### config.mk
export PLATFORM = sky130hd
export DESIGN_NAME = fifo_read_arbiter
export DESIGN_NICKNAME = d
export VERILOG_FILES = /design/src/rtl/fifo_arb_pkg.sv /design/src/rtl/fifo_read_arbiter_rr_picker.sv /design/src/rtl/fifo_read_arbiter.sv
export SDC_FILE = /design/constraint.sdc
export NUM_CORES = 1
export LEC_CHECK = 0
export BUFFER_PORTS_ARGS = -buffer_cell sky130_fd_sc_hd__buf_2
export CAP_MARGIN = 20
export CORE_ASPECT_RATIO = 1.2
export CORE_MARGIN = 4
export CORE_UTILIZATION = 43
export DETAILED_ROUTE_END_ITERATION = 7
export PLACE_DENSITY_LB_ADDON = 0.1
export SLEW_MARGIN = 10
export SYNTH_ARGS = -nofsm -noshare
export SYNTH_HDL_FRONTEND = slang
export SYNTH_SLANG_ARGS = --single-unit
### constraint.sdc
create_clock -name clk -period 3.6 [get_ports clk]
set_input_delay 0.9 -clock clk [delete_from_list [all_inputs] [get_ports clk]]
set_output_delay 0.9 -clock clk [all_outputs]
set_load 0.01 [all_outputs]
### src/rtl/fifo_arb_pkg.sv
// Shared types and helpers for the FIFO read arbiter.
package fifo_arb_pkg;

  typedef enum logic {
    IDLE  = 1'b0,
    SERVE = 1'b1
  } arb_state_t;

  // Channel index width, kept at least one bit wide.
  function automatic int ch_w(input int num_ch);
    return (num_ch > 1) ? $clog2(num_ch) : 1;
  endfunction

endpackage

### src/rtl/fifo_read_arbiter_rr_picker.sv
// Round-robin picker: first set request at or after ptr, wrapping modulo NUM_CH.
module rr_picker #(
  parameter int NUM_CH = 4,
  parameter int CW     = 2
) (
  input  logic [NUM_CH-1:0] req,
  input  logic [CW-1:0]     ptr,
  output logic [CW-1:0]     gnt_idx,
  output logic              gnt_any
);

  int idx;

  // Scan from the farthest offset down so the nearest request wins.
  always_comb begin
    gnt_idx = '0;
    gnt_any = 1'b0;
    idx     = 0;
    for (int k = NUM_CH - 1; k >= 0; k--) begin
      idx = int'(ptr) + k;
      if (idx >= NUM_CH) idx = idx - NUM_CH;
      if (req[idx[CW-1:0]]) begin
        gnt_idx = idx[CW-1:0];
        gnt_any = 1'b1;
      end
    end
  end

endmodule

### src/rtl/fifo_read_arbiter.sv
// Round-robin read scheduler draining NUM_CH FWFT FIFOs into one valid/ready
// stream, with a per-grant burst limit and a one-cycle bubble per grant.
module fifo_read_arbiter
  import fifo_arb_pkg::*;
#(
  parameter int NUM_CH     = 4,
  parameter int DATA_WIDTH = 8,
  parameter int BURST_MAX  = 4
) (
  input  logic                         clk,
  input  logic                         reset,
  input  logic [NUM_CH-1:0]            ch_enable,
  input  logic [NUM_CH-1:0]            ch_empty,
  input  logic [NUM_CH*DATA_WIDTH-1:0] ch_rdata,
  output logic [NUM_CH-1:0]            ch_read_en,
  output logic                         out_valid,
  output logic [DATA_WIDTH-1:0]        out_data,
  output logic [ch_w(NUM_CH)-1:0]      out_ch,
  input  logic                         out_ready,
  output logic                         busy
);

  localparam int CW = ch_w(NUM_CH);
  localparam int BW = $clog2(BURST_MAX + 1);

  arb_state_t      state;
  logic [CW-1:0]   rr_ptr;
  logic [CW-1:0]   cur_ch;
  logic [BW-1:0]   burst_cnt;

  logic [NUM_CH-1:0]     eligible;
  logic [DATA_WIDTH-1:0] ch_words [NUM_CH];
  logic [DATA_WIDTH-1:0] cur_data;
  logic [CW-1:0]         gnt_idx;
  logic                  gnt_any;
  logic                  can_load;
  logic                  pop;
  logic                  burst_last;
  logic [CW-1:0]         next_ptr;

  assign eligible = ch_enable & ~ch_empty;

  for (genvar gi = 0; gi < NUM_CH; gi++) begin : g_ch
    assign ch_words[gi] = ch_rdata[gi*DATA_WIDTH +: DATA_WIDTH];
    // Gated by reset so the pop strobe falls in the same instant as the FSM.
    assign ch_read_en[gi] = pop && !reset && (cur_ch == CW'(gi));
  end

  assign cur_data   = ch_words[cur_ch];
  assign can_load   = !out_valid || out_ready;
  assign pop        = (state == SERVE) && can_load && eligible[cur_ch];
  assign burst_last = (burst_cnt == BW'(BURST_MAX - 1));
  assign next_ptr   = (cur_ch == CW'(NUM_CH - 1)) ? '0 : cur_ch + CW'(1);
  assign busy       = (state == SERVE) || out_valid;

  rr_picker #(
    .NUM_CH (NUM_CH),
    .CW     (CW)
  ) u_picker (
    .req     (eligible),
    .ptr     (rr_ptr),
    .gnt_idx (gnt_idx),
    .gnt_any (gnt_any)
  );

  always_ff @(posedge clk or posedge reset) begin
    if (reset) begin
      state     <= IDLE;
      rr_ptr    <= '0;
      cur_ch    <= '0;
      burst_cnt <= '0;
      out_valid <= 1'b0;
      out_data  <= '0;
      out_ch    <= '0;
    end else begin
      // Output register: load on pop, otherwise empty once the word is taken.
      if (pop) begin
        out_data  <= cur_data;
        out_ch    <= cur_ch;
        out_valid <= 1'b1;
      end else if (out_ready) begin
        out_valid <= 1'b0;
      end

      case (state)
        IDLE: begin
          if (gnt_any) begin
            cur_ch    <= gnt_idx;
            burst_cnt <= '0;
            state     <= SERVE;
          end
        end
        SERVE: begin
          // Release on drain/disable takes priority and never coincides with a pop.
          if (!eligible[cur_ch]) begin
            state  <= IDLE;
            rr_ptr <= next_ptr;
          end else if (pop) begin
            burst_cnt <= burst_cnt + BW'(1);
            if (burst_last) begin
              state  <= IDLE;
              rr_ptr <= next_ptr;
            end
          end
        end
        default: state <= IDLE;
      endcase
    end
  end

endmodule

[Yosys cells after proc, flatten, opt, wreduce, memory -nomap -nowiden]
Index checks and enable logic that the tools add are counted.
Widths: inputs -> output; s select.
Storage, ports and cells
  register bits: 19
  latch bits: 0
  bits in writable memories: 0
  ROM bits: 0
  output and inout bits: 16
  logic and storage cells: 95
  memories kept: 0
Operators by class
  add/subtract/negate cells: 9
  $mul: 0
  divide/modulo/power cells: 0
  $lt $le $gt $ge: 10
  equality and inequality tests: 9
  shifts and indexed selects: 0
  multiplexer cells: 40
  bitwise logic cells: 4
  reductions and logical operators: 16
Operator list (count)
  $mux 2: 12
  $bmux 8 s2: 1
  $mux 8: 2
  $lt 2x3->1 const B: 5
  $mux 1: 15
  $ge 3x3->1 const B: 4
  $bmux 1 s2: 5
  $mux 3: 3
  $sub 2x1->2 const B: 4
  $logic_and 1x1->1: 7
  $add 2x2->3 const B: 2
  $ne 2x2->1 const B: 3
  $pmux 3 s2: 1
  $reduce_and 3->1: 2
  $and 4x4->4: 1
  $eq 2x2->1 const B: 2
  $ne 2x1->1 const B: 2
  $not 4->4: 1
  $add 2x1->3 const B: 1
  $add 3x1->3 const B: 1
  $eq 3x2->1 const B: 1
  $ge 2x3->1 const B: 1
  $not 2->3: 1
  $add 2x1->2 const B: 1
  other kinds (8): 10

[Longest topological paths before layout]
Gate-level depths: netlist (run 1).
  word-level depth: 11
  mapped depth: 5
  depth with buffers taken out: 5

[Modules after synthesis]
From an unflattened synthesis (run 1), not the netlist that was laid out.
Second synthesis, totals
  cell total of the unflattened synthesis: 101
  area total of the unflattened synthesis: 1272.5 µm²
Modules (own cells, without submodules)
  fifo_read_arbiter: instances 1, cells each 88, area an instance 1194.9 µm², seq. area each 475.5 µm²
  rr_picker: instances 1, cells each 13, area an instance 77.6 µm², seq. area each 0.0 µm²

[Least setup slack after synthesis (run 1)]
No wires, ideal clock.
  path type: input port to output port
  from: in ch_empty[1]
  to: out ch_read_en[0]
  arrival time: 2.147 ns
  required time: 2.700 ns
  path slack: 0.553 ns
  stages on the path: 5
  path through: nand2b_1 > mux4_2 > nor2_8 > buf_6 > and3_1
Between the ends
  word-level cells in the longest chain between the ends: 7
Ends and longest elaborated chain
  from (decl): RTL line fifo_read_arbiter.sv:13  | input logic [NUM_CH-1:0] ch_empty,
  $not 4->4: RTL line fifo_read_arbiter.sv:41  | assign eligible = ch_enable & ~ch_empty;
  $and 4x4->4: RTL line fifo_read_arbiter.sv:41
  $bmux 1 s2: RTL line fifo_read_arbiter.sv:51  | assign pop = (state == SERVE) && can_load && eligible[cur_ch];
  $mux 1 (implied by the code): RTL line fifo_read_arbiter.sv:51
  $logic_and 1x1->1: RTL line fifo_read_arbiter.sv:51
  $logic_and 1x1->1 (2 in a row): RTL line fifo_read_arbiter.sv:46  | assign ch_read_en[gi] = pop && !reset && (cur_ch == CW'(gi));
  to (decl): RTL line fifo_read_arbiter.sv:15  | output logic [NUM_CH-1:0] ch_read_en,
Every way passes these cells. The select of a mux whose other input is x is not followed.

[Final worst setup path (run 1)]
  from: in ch_empty[0]
  to: out ch_read_en[0]
The elaborated chain is that of the path after synthesis.

==> results of run 1 <==
## how the worst max path moves through the flow
stage / slack, ns / endpoint / from
after floorplan: 0.55 / ch_read_en[0] / ch_empty[1]
after global placement: 0.42 / ch_read_en[3] / ch_empty[1]
after detailed placement: 0.39 / ch_read_en[0] / ch_empty[2]
after CTS: 0.39 / ch_read_en[0] / ch_empty[2]
after global routing: 0.32 / ch_read_en[0] / ch_empty[2]
final: 0.40 / ch_read_en[0] / ch_empty[0]
## sequential cells by signal (all words and copies together), names as in the netlist
signal and flops:
burst_cnt 3, cur_ch 2, out_ch 2, out_data 8, out_valid 1, rr_ptr 2, state 1
## cells by family (layout without fill, tap and decap cells)
group                    after synthesis  in the layout  share of synthesized area, %
buffers and inverters                  9             71                          3.52
AO/OA/AOI/OAI                         10             10                          5.65
flip-flops                            19             19                          40.5
AND/OR/NAND/NOR                       22             22                          11.6
multiplexers                          25             25                          32.3
adder cells (fa/ha/maj)                6              6                          6.40
## synth_stat cells (all sizes together)
master	count	area, sq um
a21oi	1	5.00
a22o	1	8.76
a41o	1	10.0
and2	1	6.26
and3	4	25.0
and3b	1	8.76
buf	2	15.0
clkbuf	1	3.75
dfrtp	19	475
ha	6	75.1
inv	6	22.5
mux2	13	146
mux2i	3	30.0
mux4	9	203
nand2	6	22.5
nand2b	7	43.8
nor2	2	23.8
o21ai	5	25.0
o221ai	2	17.5
or2	1	6.26
## layout by cell type, fill, tap and decap left out, types with 4 or more instances in the layout
master and n:
mux4_2 9, dfrtp_1 19, nand2b_1 7, and3_1 4
ha_1 6, nand2_1 6, inv_1 5, buf_2 58
mux2_2 10
## worst register-to-register path: stages, from the launching register on
cell     delay, ns
dfrtp_1       0.68
inv_1         0.20
mux4_2        0.40
nor2_8        0.23
buf_4         0.20
mux2_1        0.33
## final cells by class
class	instances	share of cell area [%]
Multi-Input combinational cell	63	42.7
Sequential cell	19	30.9
Timing Repair Buffer	61	20.3
Tap cell	33	2.68
Clock buffer	3	1.46
Inverter	6	1.46
Clock inverter	1	0.488
## layer usage
metal	wire (microns)	part of all wire, %	vias to the layer above	global-route usage, %
li1	-	-	457	-
met1	1070	42	431	18.0
met2	1200	47	41	23.8
met3	246	9.7	2	5.50
met4	15	0.59	0	5.47
met5	0	0	-	0
## through the flow
| step | util [%] | hold WS (ns) | setup WS, ns | instances |
|---|---|---|---|---|
| CTS | 59.7 | 0.505 | 0.392 | 186 |
| floorplan | - | 0.455 | 0.553 | 91 |
| detailed placement | 58.5 | 0.476 | 0.393 | 182 |
| global route | 59.7 | 0.514 | 0.324 | 186 |
| global placement | 58.5 | 0.468 | 0.421 | 182 |
| finish | 59.7 | 0.500 | 0.403 | 186 |
## power by group
group	switching, uW	internal, uW	leakage (uW)
clock network	72.7	42.3	0.0000139
logic	238	289	0.000539
registers	78.2	311	0.000234
==> reports/metrics.cfg, run 1 <==
[place]
dp_hpwl_mm = 2.08
place_area_sq_um = 1510
port_buffers = 58
place_congestion = 0.810

[logic_synthesis]
ys_seq_area_share_pct = 40.5
synth.distinct_cells = 25
ys_seq_elements = 19
syn_inst = 91
netlist_area_sq_um = 1170
syn_nets = 140
yosysWarnings = 0
avgSynthCellArea_sq_um = 12.9

[cts]
cts-resized-gates = 0
cts_buffers = 3
clockBufferDepth = 2
clk_latency_ns = 0.31
path_clk_slew_ns = 0.13
ctsRootBufferMaster = clkbuf_4
clock_sinks = 19
cts_tree = built
cts_setup_buffers = 0
htreeDepth = 1
cts-hold-fix-buffers = 0

[worst_setup_path]
rr_endpoint = out_data[1]
crit_path_start_kind = input port
worst-path-stages = 6
crit_family = simple AND/OR/NAND/NOR gates
timing.rr.start = cur_ch[1]
slowest_stage = mux4_2
rrSetupSlack_ns = 1.47
worstSetupPathType = in -> out
cp_cell_sequence = buf_2, nand2b_1, mux4_2, nor2_8, and3_1, buf_2
crit_fanout = 12
critical_path_buf_inv_count = 2
arrival_ns = 2.30
cpPeakStageDelay_ns = 0.56
r2r_cells = 5
required_ns = 2.70
endpoint_kind = output pin
cpMostUsedCell = buf_2

[global_route]
track_usage_pct = 14.8
grt_pass1_vias = 974
grt_max_degree = 14
grt-ovfl-total = 0
grt_pass1_wl_mm = 4.33
grt_antenna_before_repair = 0

[routing]
num_vias = 931
first_pass_iters = 4
dr.first_iter.drc_count = 16
viasPerCell = 5.01
ant_nets = 0
wl_per_cell_microns = 13.6
drt-total-wl_mm = 2.53
drc = 0

[pwr]
p_leak_uw = 0.000786
finalPower_uw = 1030
max-vdd-ir-drop_mv = 0.421
p_per_area_nw_per_um2 = 671

[finish]
drive_above_1_share_pct = 56.9
multiInputGateArea_sq_um = 657
layout.nets = 203
antenna_cells = 0
syn2layout_area_growth_pct = 31.1
postLayoutCellArea_sq_um = 1540
n_fill_cell = 221
regArea_sq_um = 475

[min_path]
whs_endpoint = out_data[0]
min_path_cells = 1
hold_path_startpoint = out_data[0]
hold_path_class = reg -> reg

[sta]
timing.final.max_slew_violations = 0
finClkSkew_ns = 0.0140
rsz0062_at_grt = no
tns_ns = 0
hold_violations = 0
period_needed_ns = 3.20
slew_headroom_pct = 66.0
post-route-period-util_pct = 88.8
tightestPinTransition_ns = 0.510
setup_viol = 0
fmax_mhz = 313

[floorplan]
ios = 59
row_count = 20
fp.dieArea_sq_um = 3630
die_h_microns = 65.2
die_x_microns = 55.7
start_util_pct = 45.5
core_sq_um = 2580

[status]
status = complete, no violations

[flow_run]
max_cap_viol_count = 0

(Power assumes the default switching activity.)
==> run 2: changes to the inputs <==
--- a/config.mk
+++ b/config.mk
@@ -11,6 +11,7 @@
 export CORE_MARGIN = 4
 export CORE_UTILIZATION = 43
 export DETAILED_ROUTE_END_ITERATION = 7
+export GPL_ROUTABILITY_DRIVEN = 0
 export PLACE_DENSITY_LB_ADDON = 0.1
 export SLEW_MARGIN = 10
 export SYNTH_ARGS = -nofsm -noshare
==> constraint.sdc (replaced) <==
create_clock -name clk -period 3.6 [get_ports clk]
set_input_delay 0.18 -clock clk [delete_from_list [all_inputs] [get_ports clk]]
set_output_delay 0.18 -clock clk [all_outputs]
set_load 0.01 [all_outputs]
==> run 2 against run 1 <==
Effect of this change: the flow now finishes with violations (hold timing); count of clock-buffer cells in the layout is the same; critical path depth shrank 1; combinational power shrank 8.0%; wire length grew 0.40%; utilization shrank 0.87 points; critical endpoint is now ch_read_en[3]; largest cell class unchanged; largest power group unchanged.
==> reports/metrics.cfg, run 2 (synthesis results as in run 1) <==
[cts]
htreeDepth = 1
clockBufferDepth = 2
cts_buffers = 3
cts_setup_buffers = 0
path_clk_slew_ns = 0.11
cts_tree = built
cts-hold-fix-buffers = 0
clk_latency_ns = 0.30
ctsRootBufferMaster = clkbuf_4
cts-resized-gates = 0
clock_sinks = 19

[finish]
layout.nets = 200
syn2layout_area_growth_pct = 29.2
largest_reg_flops = 8
postLayoutCellArea_sq_um = 1520
antenna_cells = 0
top_register = out_data
mostFrequentLayoutCells = buf_2, dfrtp_1, mux2_2, mux4_2, nand2b_1
top_regs = out_data (8), burst_cnt (3)
final_common_cell = buf_2
drive_above_1_share_pct = 56.0
final_core_util_pct = 58.8

[pwr]
max-vdd-ir-drop_mv = 0.435
switching_share_pct = 37.8
p_leak_uw = 0.000771
p_int_uw = 632
clock_power_share_pct = 10.8
comb_power_share_pct = 47.9
p_per_area_nw_per_um2 = 670
p_seq_share_pct = 41.3
power.net_switching_uw = 383

[sta]
finClkSkew_ns = 0.00604
timing.final.max_slew_violations = 0
fmax_mhz = 384
period_needed_ns = 2.61
tns_ns = 0
slew_headroom_pct = 49.4
hold_violations = 12
finalHoldWorstSlack_ns = -0.00694
tightestPinTransition_ns = 0.758
post-route-period-util_pct = 72.4
rsz0062_at_grt = no
setup_viol = 0

[floorplan]
die_h_microns = 65.2
row_count = 20
start_util_pct = 45.5
fp.dieArea_sq_um = 3630
die_x_microns = 55.7
ios = 59
core_sq_um = 2580

[worst_setup_path]
required_ns = 3.42
endpoint_kind = output pin
worstSetupPathType = reg -> out
arrival_ns = 2.43
crit_path_start_kind = flip-flop
crit_fanout = 17
cpPeakStageDelay_ns = 0.81
slowest_stage = dfrtp_1
cp_cell_sequence = inv_2, mux4_2, nor2_8, and3_1, buf_2

[global_route]
grt_pass1_wl_mm = 4.51
grt_max_degree = 24
grt_pass1_vias = 1023
grt-ovfl-total = 0
grt_antenna_before_repair = 0
track_usage_pct = 15.7

[routing]
ant_nets = 0
drt-total-wl_mm = 2.54
num_vias = 948
wl_per_cell_microns = 13.9
dr.first_iter.drc_count = 29
viasPerCell = 5.18
first_pass_iters = 4
drc = 0

[place]
place_area_sq_um = 1490
port_buffers = 58
dp_hpwl_mm = 2.09

[status]
violations = hold timing
status = finished with violations

[flow_run]
max_cap_viol_count = 0

[min_path]
hold_path_class = in -> async

run 2: cell count changes in the layout (fill, tap and decap cells not counted):
cell	delta
buf_4	-3
run 2: final timing paths:
path | start | to | slack [ns] | cells past startpoint
setup / recovery | cur_ch[0] | ch_read_en[3] | 0.99 | 5
hold / removal | reset | out_data[2] | -0.007 | 2
setup reg to reg | cur_ch[0] | out_data[4] | 1.32 | 4
hold reg to reg | burst_cnt[0] | burst_cnt[0] | 0.49 | 1
max in group asynchronous | reset | rr_ptr[0] | 3.13 | 2
min in group clk | out_ready | out_valid | 0.18 | 3
run 2: layout make-up:
class / count / area [sq um]
clock buffers: 3 / 22.5
fillers: 235 / 1060
multi-input cells: 63 / 657
well taps: 33 / 41.3
clock inverters: 1 / 7.51
repair buffers: 58 / 290
inverters: 6 / 22.5
flip-flops and latches: 19 / 475
run 2: power groups by stage:
| stage | sequential, uW | clock, uW | combinational (uW) |
|---|---|---|---|
| after floorplan | 404 | 0 | 360 |
| after global placement | 422 | 0 | 485 |
| after detailed placement | 429 | 0 | 496 |
| after CTS | 423 | 116 | 497 |
| after global routing | 438 | 126 | 546 |
| final | 419 | 110 | 486 |
run 2: through the flow:
| stage | worst slack, ns | std cells | power [uW] |
|---|---|---|---|
| 2_1_floorplan | 1.76 | 91 | 764 |
| 3_3_place_gp | 1.37 | 179 | 907 |
| 6_report | 0.993 | 183 | 1020 |
| 4_1_cts | 0.919 | 183 | 1040 |
| 3_5_place_dp | 1.28 | 179 | 925 |
| 5_1_grt | 0.770 | 183 | 1110 |
run 2: routing by layer:
layer	routed length, microns	part of all wire (%)	vias up	track usage, %
met3	205	8.1	5	4.91
met1	987	39	447	18.6
met4	46	1.8	0	6.38
li1	-	-	456	-
met5	0	0	-	0
met2	1300	51	40	26.3
run 2: worst max-delay path: cells and delay by family, from the launching register on:
family        cells  cell delay, ns
flops             1            0.81
mux               1            0.54
simple gates      2            0.51
buf+inv           2            0.26
